--- config.mk ---
export PLATFORM = sky130hd
export DESIGN_NAME = st_c2h_gen
export DESIGN_NICKNAME = d
export VERILOG_FILES = /design/src/rtl/st_pkg.sv /design/src/rtl/c2h_pat_gen.sv /design/src/rtl/st_c2h_gen.sv
export SDC_FILE = /design/constraint.sdc
export NUM_CORES = 1
export LEC_CHECK = 0
export CORE_MARGIN = 3
export CORE_UTILIZATION = 46
export CTS_CLUSTER_SIZE = 28
export DETAILED_ROUTE_END_ITERATION = 7
export PLACE_DENSITY = 0.77
export SLEW_MARGIN = 20
export SYNTH_ARGS = -nofsm -noshare
export SYNTH_HDL_FRONTEND = slang
export SYNTH_SLANG_ARGS = --single-unit
--- constraint.sdc ---
create_clock -name axi_aclk -period 4.35 [get_ports axi_aclk]
set_input_delay 1.305 -clock axi_aclk [delete_from_list [all_inputs] [get_ports axi_aclk]]
set_output_delay 1.305 -clock axi_aclk [all_outputs]
set_load 0.03 [all_outputs]
--- src/rtl/st_pkg.sv ---
// st_pkg: shared types and constants for the QDMA stream C2H generator and H2C checker.
package st_pkg;
   typedef enum logic [1:0] {IDLE, SEND, DONE} state_t;
   typedef struct packed {
      logic [10:0] qid;
      logic [5:0]  mty;
      logic        zero_byte;
   } c2h_tuser_t;
   localparam logic [15:0] LFSR_SEED = 16'h0011;
   localparam logic [15:0] LFSR_TAPS = 16'h002D;
   function automatic int inc_data(int bw);
      return bw / 8;
   endfunction
   function automatic int wpb(int bw, int pw);
      return bw / pw;
   endfunction
endpackage

--- src/rtl/c2h_pat_gen.sv ---
// c2h_pat_gen: one 16-bit word of the incrementing payload, bytes past the packet end zeroed.
module c2h_pat_gen #(
   parameter int K   = 0,
   parameter int INC = 8,
   parameter int WPB = 4
) (
   input  logic [15:0] beat,
   input  logic [5:0]  mty,
   output logic [15:0] word
);
   logic [15:0] pat;
   logic [6:0]  keep;
   assign pat  = beat * 16'(WPB) + 16'(K);
   assign keep = 7'(INC) - {1'b0, mty};
   assign word = {(7'(2 * K + 1) < keep) ? pat[15:8] : 8'h00, (7'(2 * K) < keep) ? pat[7:0] : 8'h00};
endmodule

--- src/rtl/st_c2h_gen.sv ---
// st_c2h_gen: QDMA C2H stream traffic generator emitting a 16-bit incrementing payload.
// Define C2H_TVALID_THROTTLE_EN to add LFSR-driven tvalid throttling under control_reg[1].
module st_c2h_gen #(
   parameter int BIT_WIDTH  = 64,
   parameter int PATT_WIDTH = 16
) (
   input  logic                 axi_aclk,
   input  logic                 axi_aresetn,
   input  logic [31:0]          control_reg,
   input  logic                 control_run,
   input  logic [31:0]          c2h_txr_size,
   input  logic [31:0]          c2h_num_pkt,
   input  logic [10:0]          c2h_qid,
   input  logic                 c2h_tready,
   output logic [BIT_WIDTH-1:0] c2h_tdata,
   output logic                 c2h_tvalid,
   output logic                 c2h_tlast,
   output logic [10:0]          c2h_tuser_qid,
   output logic [5:0]           c2h_tuser_mty,
   output logic                 c2h_tuser_zero_byte,
   output logic [31:0]          c2h_pkt_count,
   output logic                 c2h_done
);
   import st_pkg::*;
   localparam int INC = inc_data(BIT_WIDTH);
   localparam int WPB = wpb(BIT_WIDTH, PATT_WIDTH);
   localparam int LOG = $clog2(INC);
   state_t               state_q, state_d;
   logic                 run_d1_q;
   logic [15:0]          size_q, size_d, beat_q, beat_d;
   logic [31:0]          num_q, num_d, pkt_q, pkt_d, pkt_inc;
   logic [BIT_WIDTH-1:0] tdata_q, tdata_d, pat;
   logic                 tvalid_q, tvalid_d, tlast_q, tlast_d, done_q, done_d;
   c2h_tuser_t           tuser_q, tuser_d;
   logic [16:0]          nbeats;
   logic [5:0]           mty_last, ld_mty;
   logic                 last_beat, rise, accept, finish, throttle, unused_bits;

   assign nbeats    = (size_q == 16'd0) ? 17'd1 : ({1'b0, size_q} + 17'(INC - 1)) >> LOG;
   assign last_beat = {1'b0, beat_q} == nbeats - 17'd1;
   assign mty_last  = 6'(7'(INC) - 7'(size_q[LOG-1:0])) & 6'(INC - 1);
   assign ld_mty    = last_beat ? mty_last : 6'd0;
   assign rise      = control_run & ~run_d1_q;
   assign accept    = tvalid_q & c2h_tready;
   assign pkt_inc   = pkt_q + 32'd1;
   assign finish    = accept & tlast_q & ((pkt_inc == num_q) | ~control_run);
   assign unused_bits = ^{control_reg, c2h_txr_size[31:16]};

   for (genvar k = 0; k < WPB; k++) begin : g_word
      c2h_pat_gen #(.K(k), .INC(INC), .WPB(WPB)) u_pat (
         .beat (beat_q),
         .mty  (ld_mty),
         .word (pat[16*k +: 16])
      );
   end

`ifdef C2H_TVALID_THROTTLE_EN
   logic [15:0] lfsr_q, lfsr_d;
   assign lfsr_d   = {^(lfsr_q & LFSR_TAPS), lfsr_q[15:1]};
   assign throttle = control_reg[1] & lfsr_q[0];
   always_ff @(posedge axi_aclk or negedge axi_aresetn)
      if (!axi_aresetn) lfsr_q <= LFSR_SEED;
      else lfsr_q <= lfsr_d;
`else
   assign throttle = 1'b0;
`endif

   // beat_q is the index of the next beat to load, so the following packet can load right behind tlast
   always_comb begin
      state_d  = state_q;
      size_d   = size_q;
      num_d    = num_q;
      pkt_d    = pkt_q;
      beat_d   = beat_q;
      tdata_d  = tdata_q;
      tvalid_d = tvalid_q;
      tlast_d  = tlast_q;
      tuser_d  = tuser_q;
      done_d   = 1'b0;
      case (state_q)
         IDLE: if (rise) begin
            size_d      = c2h_txr_size[15:0];
            num_d       = c2h_num_pkt;
            tuser_d.qid = c2h_qid;
            pkt_d       = '0;
            beat_d      = '0;
            state_d     = (c2h_num_pkt == 32'd0) ? DONE : SEND;
            done_d      = c2h_num_pkt == 32'd0;
         end
         SEND: begin
            if (accept & tlast_q) pkt_d = pkt_inc;
            if (finish) begin
               state_d  = DONE;
               done_d   = 1'b1;
               tvalid_d = 1'b0;
               tlast_d  = 1'b0;
            end else if ((~tvalid_q | c2h_tready) & ~throttle) begin
               tvalid_d          = 1'b1;
               tdata_d           = (size_q == 16'd0) ? '0 : pat;
               tlast_d           = last_beat;
               tuser_d.mty       = ld_mty;
               tuser_d.zero_byte = size_q == 16'd0;
               beat_d            = last_beat ? 16'd0 : beat_q + 16'd1;
            end else if (accept) begin
               tvalid_d = 1'b0;
               tlast_d  = 1'b0;
            end
         end
         default: state_d = IDLE;
      endcase
   end

   always_ff @(posedge axi_aclk or negedge axi_aresetn) begin
      if (!axi_aresetn) begin
         state_q  <= IDLE;
         run_d1_q <= 1'b0;
         size_q   <= '0;
         num_q    <= '0;
         pkt_q    <= '0;
         beat_q   <= '0;
         tdata_q  <= '0;
         tvalid_q <= 1'b0;
         tlast_q  <= 1'b0;
         tuser_q  <= '0;
         done_q   <= 1'b0;
      end else begin
         state_q  <= state_d;
         run_d1_q <= control_run;
         size_q   <= size_d;
         num_q    <= num_d;
         pkt_q    <= pkt_d;
         beat_q   <= beat_d;
         tdata_q  <= tdata_d;
         tvalid_q <= tvalid_d;
         tlast_q  <= tlast_d;
         tuser_q  <= tuser_d;
         done_q   <= done_d;
      end
   end

   assign c2h_tdata           = tdata_q;
   assign c2h_tvalid          = tvalid_q;
   assign c2h_tlast           = tlast_q;
   assign c2h_tuser_qid       = tuser_q.qid;
   assign c2h_tuser_mty       = tuser_q.mty;
   assign c2h_tuser_zero_byte = tuser_q.zero_byte;
   assign c2h_pkt_count       = pkt_q;
   assign c2h_done            = done_q;
endmodule

==> results_dict.tcl, run 1 <==
set metrics [dict create \
    hp-class "flip-flop to flip-flop" \
    antenna_found_initial 1 \
    cts_tree "done" \
    dp.cells 1591 \
    final_common_cell "nand2_1" \
    grt_first_pass_wirelength_um 45800 \
    grt_max_degree 94 \
    num_antenna_cells 0 \
    avgSynthCellArea_sq_um 8.55 \
    die_y_um 154 \
    antenna_left 0 \
    viasPerCell 5.76 \
    drc 0 \
    synth_cell_types 81 \
    firstDrtPassIters 6 \
    drive_gt1_share_pct 9.10 \
    path_class "flip-flop to flip-flop" \
    via_count 9366 \
    final_util_pct 60.6 \
    yosys.area_share.simple_pct 26.8 \
    cts_hold_buf 0 \
    worstSetupEndpointType "flip-flop" \
    layout_common_cells "304 x nand2_1, 176 x dfrtp_1, 171 x clkdlybuf4s50_1" \
    dp_hpwl_um 20300 \
    synth-seq-cells 176 \
    slowest_stage "or3b_2" \
    worst_slack_ns 0.281 \
    io_pins 228 \
    synth_top_family_by_area "simple AND/OR/NAND/NOR gates" \
    fmax_ghz 0.246 \
    regToRegEndpoint "c2h_tdata[45]" \
    fin_nets 1456 \
    outcome "finished clean" \
    slew_violations 0 \
    netlist_area_sq_um 10000 \
    whs_ns 0.477 \
    cp_data_required_time_ns 4.67 \
    finalWeightedCongestion 0.925 \
    crit_path_end "c2h_tdata[45]" \
    cp_top_family "simple AND/OR/NAND/NOR gates" \
    syn_inst 1172 \
    rows 53 \
    cp.arrival_ns 4.39 \
    crit_start "size_q[1]" \
    grt_overflow 0 \
    synth_xor_area_share_pct 6.12 \
    cts_buffer_depth 2 \
    slew_headroom_pct 40.6 \
    cts_sinks 176 \
    ys_warn_count 0 \
    coreArea_sq_um 21200 \
    routed_wl_um 28000 \
    initialDrtViolationCount 838 \
    async_flop_share_pct 100 \
    grtUsageTotal_pct 23.4 \
    hold_viol 0 \
    setup_tns_ns 0 \
    synth.area.mux_share_pct 1.21 \
    path_depth 21 \
    grt_pass1_vias 8762 \
    synth_edf_count 0 \
    numPortBuffers 172 \
    path_buf_inv 3 \
    setup-violations-final 0 \
    fill_cells 1821 \
    start_kind "flip-flop" \
    synthFlopType "dfrtp_1" \
    r2r_start "size_q[1]" \
    wl_per_cell_um 17.2 \
    fin_cells 1627 \
    regToRegSetupSlack_ns 0.28 \
    total_power_mw 4.07 \
    fin_crit_sh_pct 93.5 \
    die_w_um 154 \
    power_density_nw_per_um2 316 \
    cap_violations 0 \
    final_cell_area_sq_um 12900 \
    max_slew.worst_pin.slew_ns 0.888 \
    synth-compound-area-share_pct 16.8 \
    peakVddDrop_uv 262 \
    clk_pin_slew_worst_paths_ns 0.08 \
    p_leak_nw 5.49 \
    worst-path-max-fanout 8 \
    seq_area_frac_synth_pct 43.9 \
    synth_fa_ha_area_share_pct 0.749 \
    htreeDepth 4 \
    dp_slack_ns 0.0369 \
    dpl_cell_area_sq_um 12200 \
    start_util_pct 47.2 \
    skew_ns 0.0103 \
    min_period_ns 4.07 \
    areaGrowthSynthToFinish_pct 28.2 \
    cp_slowest_stage_delay_ns 0.48 \
    clock_latency_ns 0.43 \
    die-area_sq_um 23600 \
    cp_cell_sequence "inv_1, ha_1, nor4b_2, nand4_1, nand2_1, inv_1, ha_4, or3b_2, a21oi_1, a22o_1, nand3_1, nor4_1, nand4b_1, nor2_2, nand2_1, ha_4, xnor2_1, o21ai_1, nor3_4, buf_12, o21ai_1" \
    root_buffer "clkbuf_16" \
    numCtsBuffers 17 \
    r2r_cells 21 \
    min_from "c2h_tuser_qid[9]" \
]
## registers in the layout (all words and copies together) (netlist names)
register,count
c2h_pkt_count,32
c2h_tlast,1
c2h_tvalid,1
c2h_tuser_zero_byte,1
c2h_tuser_mty,3
num_q,32
beat_q,16
c2h_tuser_qid,11
size_q,16
state_q,2
c2h_tdata,59
run_d1_q,1
c2h_done,1
## Yosys cell counts, types with 3 or more instances
master | number | area (sq um)
o31ai_1 | 23 | 173
or2_2 | 6 | 37.5
or4_1 | 10 | 75.1
a211oi_2 | 7 | 87.6
nand3b_1 | 4 | 30.0
nor4_1 | 29 | 181
and2_1 | 10 | 62.6
o2111ai_1 | 5 | 43.8
and4_1 | 5 | 43.8
xnor2_1 | 42 | 368
o211ai_1 | 10 | 75.1
and4b_1 | 3 | 30.0
nor2b_1 | 7 | 43.8
ha_1 | 6 | 75.1
dfrtp_1 | 176 | 4400
a22o_1 | 20 | 175
or2_1 | 8 | 50.1
o22ai_1 | 3 | 18.8
a211oi_1 | 6 | 45.0
or3_1 | 10 | 62.6
buf_1 | 6 | 22.5
nand3_1 | 25 | 125
inv_1 | 16 | 60.1
mux2i_1 | 11 | 110
xor2_1 | 28 | 245
o41ai_1 | 4 | 35.0
and3_1 | 14 | 87.6
nand4_1 | 18 | 113
nand2_1 | 305 | 1140
a31oi_1 | 8 | 50.1
buf_2 | 26 | 130
nor2_1 | 53 | 199
o21ai_1 | 17 | 85.1
nand2b_1 | 6 | 37.5
nor3_1 | 35 | 175
a21oi_1 | 22 | 110
o21ai_0 | 90 | 450
clkbuf_1 | 38 | 143
buf_4 | 10 | 75.1
## cells by family (layout without fill, tap and decap cells)
| group | count (synthesis) | in the layout |
|---|---|---|
| other | 1 | 7 |
| AOI/OAI and AO/OA | 246 | 246 |
| muxes | 12 | 12 |
| DFF | 176 | 176 |
| buffers and inverters | 97 | 271 |
| and+or+nand+nor | 564 | 564 |
| adders and majority gates | 6 | 6 |
| xor gates and xnor gates | 70 | 70 |
## worst min-delay path, cell delays in order (launching register included)
cell,delay (ns)
dfrtp_1,0.35
nand2_1,0.05
nand2_1,0.05
## how the worst min path moves through the flow
stage / end / slack (ns) / cells after the start
after floorplan: num_q[0] / 0.47 / 2
after global placement: c2h_tuser_qid[9] / 0.46 / 2
after detailed placement: c2h_tuser_qid[9] / 0.46 / 2
after CTS: c2h_tuser_qid[9] / 0.48 / 2
after global routing: c2h_tdata[7] / 0.50 / 2
final: c2h_tuser_qid[9] / 0.48 / 2
## per-layer routing
layer	track usage, %	up-vias	wire length [um]	share of wire [%]
met5	0	-	17	0.061
met4	5.42	2	448	1.6
met3	4.84	40	2250	8.0
met2	34.9	421	12100	43
met1	35.1	4435	13100	47
li1	-	4468	-	-
## power breakdown
| group | total [mW] | leakage [nW] | internal [mW] | switching, mW |
|---|---|---|---|---|
| logic | 0.701 | 2.83 | 0.298 | 0.403 |
| registers | 1.82 | 2.38 | 1.74 | 0.0857 |
| clock network | 1.55 | 0.283 | 0.774 | 0.771 |
## what timing repair did
action / CTS / global route
setup buffers: 0 / 4
setup endpoints to repair: 0 / 45
gates resized for setup: 0 / 9
## final cells by class
| type | count | area, sq um | area share (%) |
|---|---|---|---|
| Clock inverter | 15 | 166 | 1.29 |
| Sequential cell | 176 | 4400 | 34.3 |
| Multi-Input combinational cell | 905 | 5280 | 41.1 |
| Clock buffer | 17 | 425 | 3.31 |
| Inverter | 16 | 60.1 | 0.467 |
| Timing Repair Buffer | 223 | 2170 | 16.9 |
| Tap cell | 275 | 344 | 2.68 |
No activity file was read; power rests on OpenSTA's default activity.
==> run 2: changes to the inputs <==
Settings changed: ABC_CLOCK_PERIOD_IN_PS set to 3890, CORE_UTILIZATION 46 to 51, PLACE_DENSITY 0.77 to 0.81.
Clock period 4.35 ns to 3.89 ns, I/O delays scaled along.
==> run 2 against run 1 <==
Against the previous run: the run now ends with negative setup slack left; worst hold slack worse by 0.00058 ns; cell count up 1.8%; register-to-register slack worse by 0.34 ns; sequential power up 12%; critical path depth unchanged; fmax up 3.0%.
==> results_dict.tcl, run 2 (synthesis gave the netlist of run 1 again) <==
set metrics [dict create \
    final_common_cell "nand2_1" \
    die-area_sq_um 21400 \
    worst_slack_ns -0.0613 \
    rsz0062_at_grt "yes" \
    r2r_cells 21 \
    hold_viol 0 \
    numPortBuffers 172 \
    dp_hpwl_um 21200 \
    fin_nets 1500 \
    fmax_ghz 0.253 \
    p_leak_nw 5.85 \
    final_util_pct 70.9 \
    die_y_um 146 \
    root_buffer "clkbuf_16" \
    start_kind "flip-flop" \
    finalWeightedCongestion 0.948 \
    rows 50 \
    skew_ns 0.0101 \
    cp_data_required_time_ns 4.22 \
    slew_violations 0 \
    coreArea_sq_um 19000 \
    regToRegSetupSlack_ns -0.06 \
    power_density_nw_per_um2 345 \
    wl_per_cell_um 17.9 \
    worstSetupEndpointType "flip-flop" \
    io_pins 228 \
    numCtsBuffers 17 \
    initialDrtViolationCount 878 \
    layout_common_cells "298 x nand2_1, 176 x dfrtp_1, 171 x clkdlybuf4s50_1" \
    num_antenna_cells 0 \
    whs_ns 0.477 \
    fin_cells 1656 \
    path_class "flip-flop to flip-flop" \
    outcome "complete, but fails checks" \
    grtUsageTotal_pct 27.1 \
    p_sw_share_pct 31.2 \
    grt_first_pass_wirelength_um 47800 \
    violations "negative setup slack" \
    areaGrowthSynthToFinish_pct 34.4 \
    slew_headroom_pct 32.8 \
    seq_power_share_pct 43.8 \
    drc 0 \
    dpl_cell_area_sq_um 12500 \
    drive_gt1_share_pct 15.0 \
    clk_pin_slew_worst_paths_ns 0.08 \
    grt_pass1_vias 9370 \
    max_slew.worst_pin.slew_ns 1.00 \
    grt_max_degree 77 \
    cap_violations 0 \
    grt_overflow 0 \
    cts_tree "done" \
    via_count 9779 \
    firstDrtPassIters 6 \
    crit_start "size_q[1]" \
    clock_latency_ns 0.44 \
    cts_hold_buf 0 \
    worst-path-max-fanout 8 \
    setup-violations-final 31 \
    hp-class "flip-flop to flip-flop" \
    min_period_ns 3.95 \
    internal_power_mw 3.20 \
    cts_sinks 176 \
    routed_wl_um 29600 \
    start_util_pct 52.7 \
    cts_buffer_depth 2 \
    largest_reg_flops 59 \
    antenna_found_initial 1 \
    peakVddDrop_uv 318 \
    fill_cells 1451 \
    total_power_mw 4.65 \
    regToRegEndpoint "c2h_tdata[15]" \
    r2r_start "size_q[1]" \
    comb_power_share_pct 18.7 \
    p_sw_mw 1.45 \
    fin_crit_sh_pct 102 \
    pwr-share-clk_pct 37.5 \
    final_cell_area_sq_um 13500 \
    dp.cells 1614 \
    crit_path_end "c2h_tdata[15]" \
    htreeDepth 4 \
    antenna_left 0 \
    viasPerCell 5.91 \
    cp.arrival_ns 4.28 \
    die_w_um 146 \
]
run 2: changes by cell type in the layout (fill, tap and decap cells not counted), moves of 3 or more:
cell	previous run	this run
clkinv_8	4	7
buf_6	1	9
xnor2_1	42	38
nand2_1	304	298
inv_2	0	4
o21ai_2	2	17
o21ai_0	86	68
inv_1	16	11
buf_4	46	80
nand2_2	1	6
run 2: cell type report:
cell class,instances,area [sq um],share of cell area (%)
multi-input cells,905,5520,40.9
clock inverters,15,188,1.39
well taps,260,325,2.41
inverters,16,62.6,0.464
repair buffers,267,2550,18.9
flip-flops and latches,176,4400,32.7
clock buffers,17,425,3.16
run 2: worst max-delay path, cell delays in order, from the launching register on:
cell and delay (ns):
dfrtp_1 0.43, inv_2 0.11, ha_4 0.14, nor4b_4 0.18, nand4_1 0.22, nand2_2 0.14, inv_2 0.05, ha_4 0.21
xnor2_2 0.12, or3_4 0.33, nor2_1 0.09, nand3_1 0.10, nor4_2 0.26, nand4b_1 0.19, nor2_2 0.21, nand2_2 0.09
ha_4 0.20, o21ai_4 0.18, buf_6 0.14, nor4b_4 0.21, buf_6 0.18, o21ai_1 0.07
run 2: how the worst min path moves through the flow:
| stage | to | start | slack, ns | depth (start not counted) |
|---|---|---|---|---|
| after floorplan | num_q[0] | num_q[0] | 0.47 | 2 |
| after global placement | c2h_tuser_qid[10] | c2h_tuser_qid[10] | 0.46 | 2 |
| after detailed placement | c2h_tuser_qid[5] | c2h_tuser_qid[5] | 0.46 | 2 |
| after CTS | c2h_tuser_qid[0] | c2h_tuser_qid[0] | 0.48 | 2 |
| after global routing | c2h_tuser_qid[5] | c2h_tuser_qid[5] | 0.51 | 2 |
| final | c2h_tuser_qid[5] | c2h_tuser_qid[5] | 0.48 | 2 |
run 2: per-layer routing:
layer | part of all wire (%) | GRT usage (%) | vias to the layer above | routed length, um
li1 | - | - | 4553 | -
met1 | 43 | 38.8 | 4701 | 12800
met2 | 46 | 41.8 | 465 | 13600
met3 | 9.0 | 6.33 | 58 | 2660
met4 | 1.9 | 7.20 | 2 | 549
met5 | 0.068 | 0 | - | 20
run 2: power by group through the flow:
stage                     combinational [mW]  sequential, mW  clock (mW)
final                                  0.870            2.04        1.74
after CTS                              0.826            2.03        1.75
after global placement                 0.783            2.06           0
after global routing                   0.933            2.05        1.84
after detailed placement               0.800            2.07           0
after floorplan                        0.255            2.23           0
run 2: through the flow:
stage,TNS (ns),worst slack (ns)
finish,-1.00,-0.0613
CTS,-0.00333,-0.00333
floorplan,-7.49,-0.226
global placement,-0.314,-0.0499
detailed placement,-5.45,-0.238
global route,-9.00,-0.238
run 2: what timing repair did:
action                                  in CTS  in global routing
pin swaps                                   16                 14
buffers inserted                             8                  3
endpoints found under the setup margin      45                 45
resized for setup                           19                 49
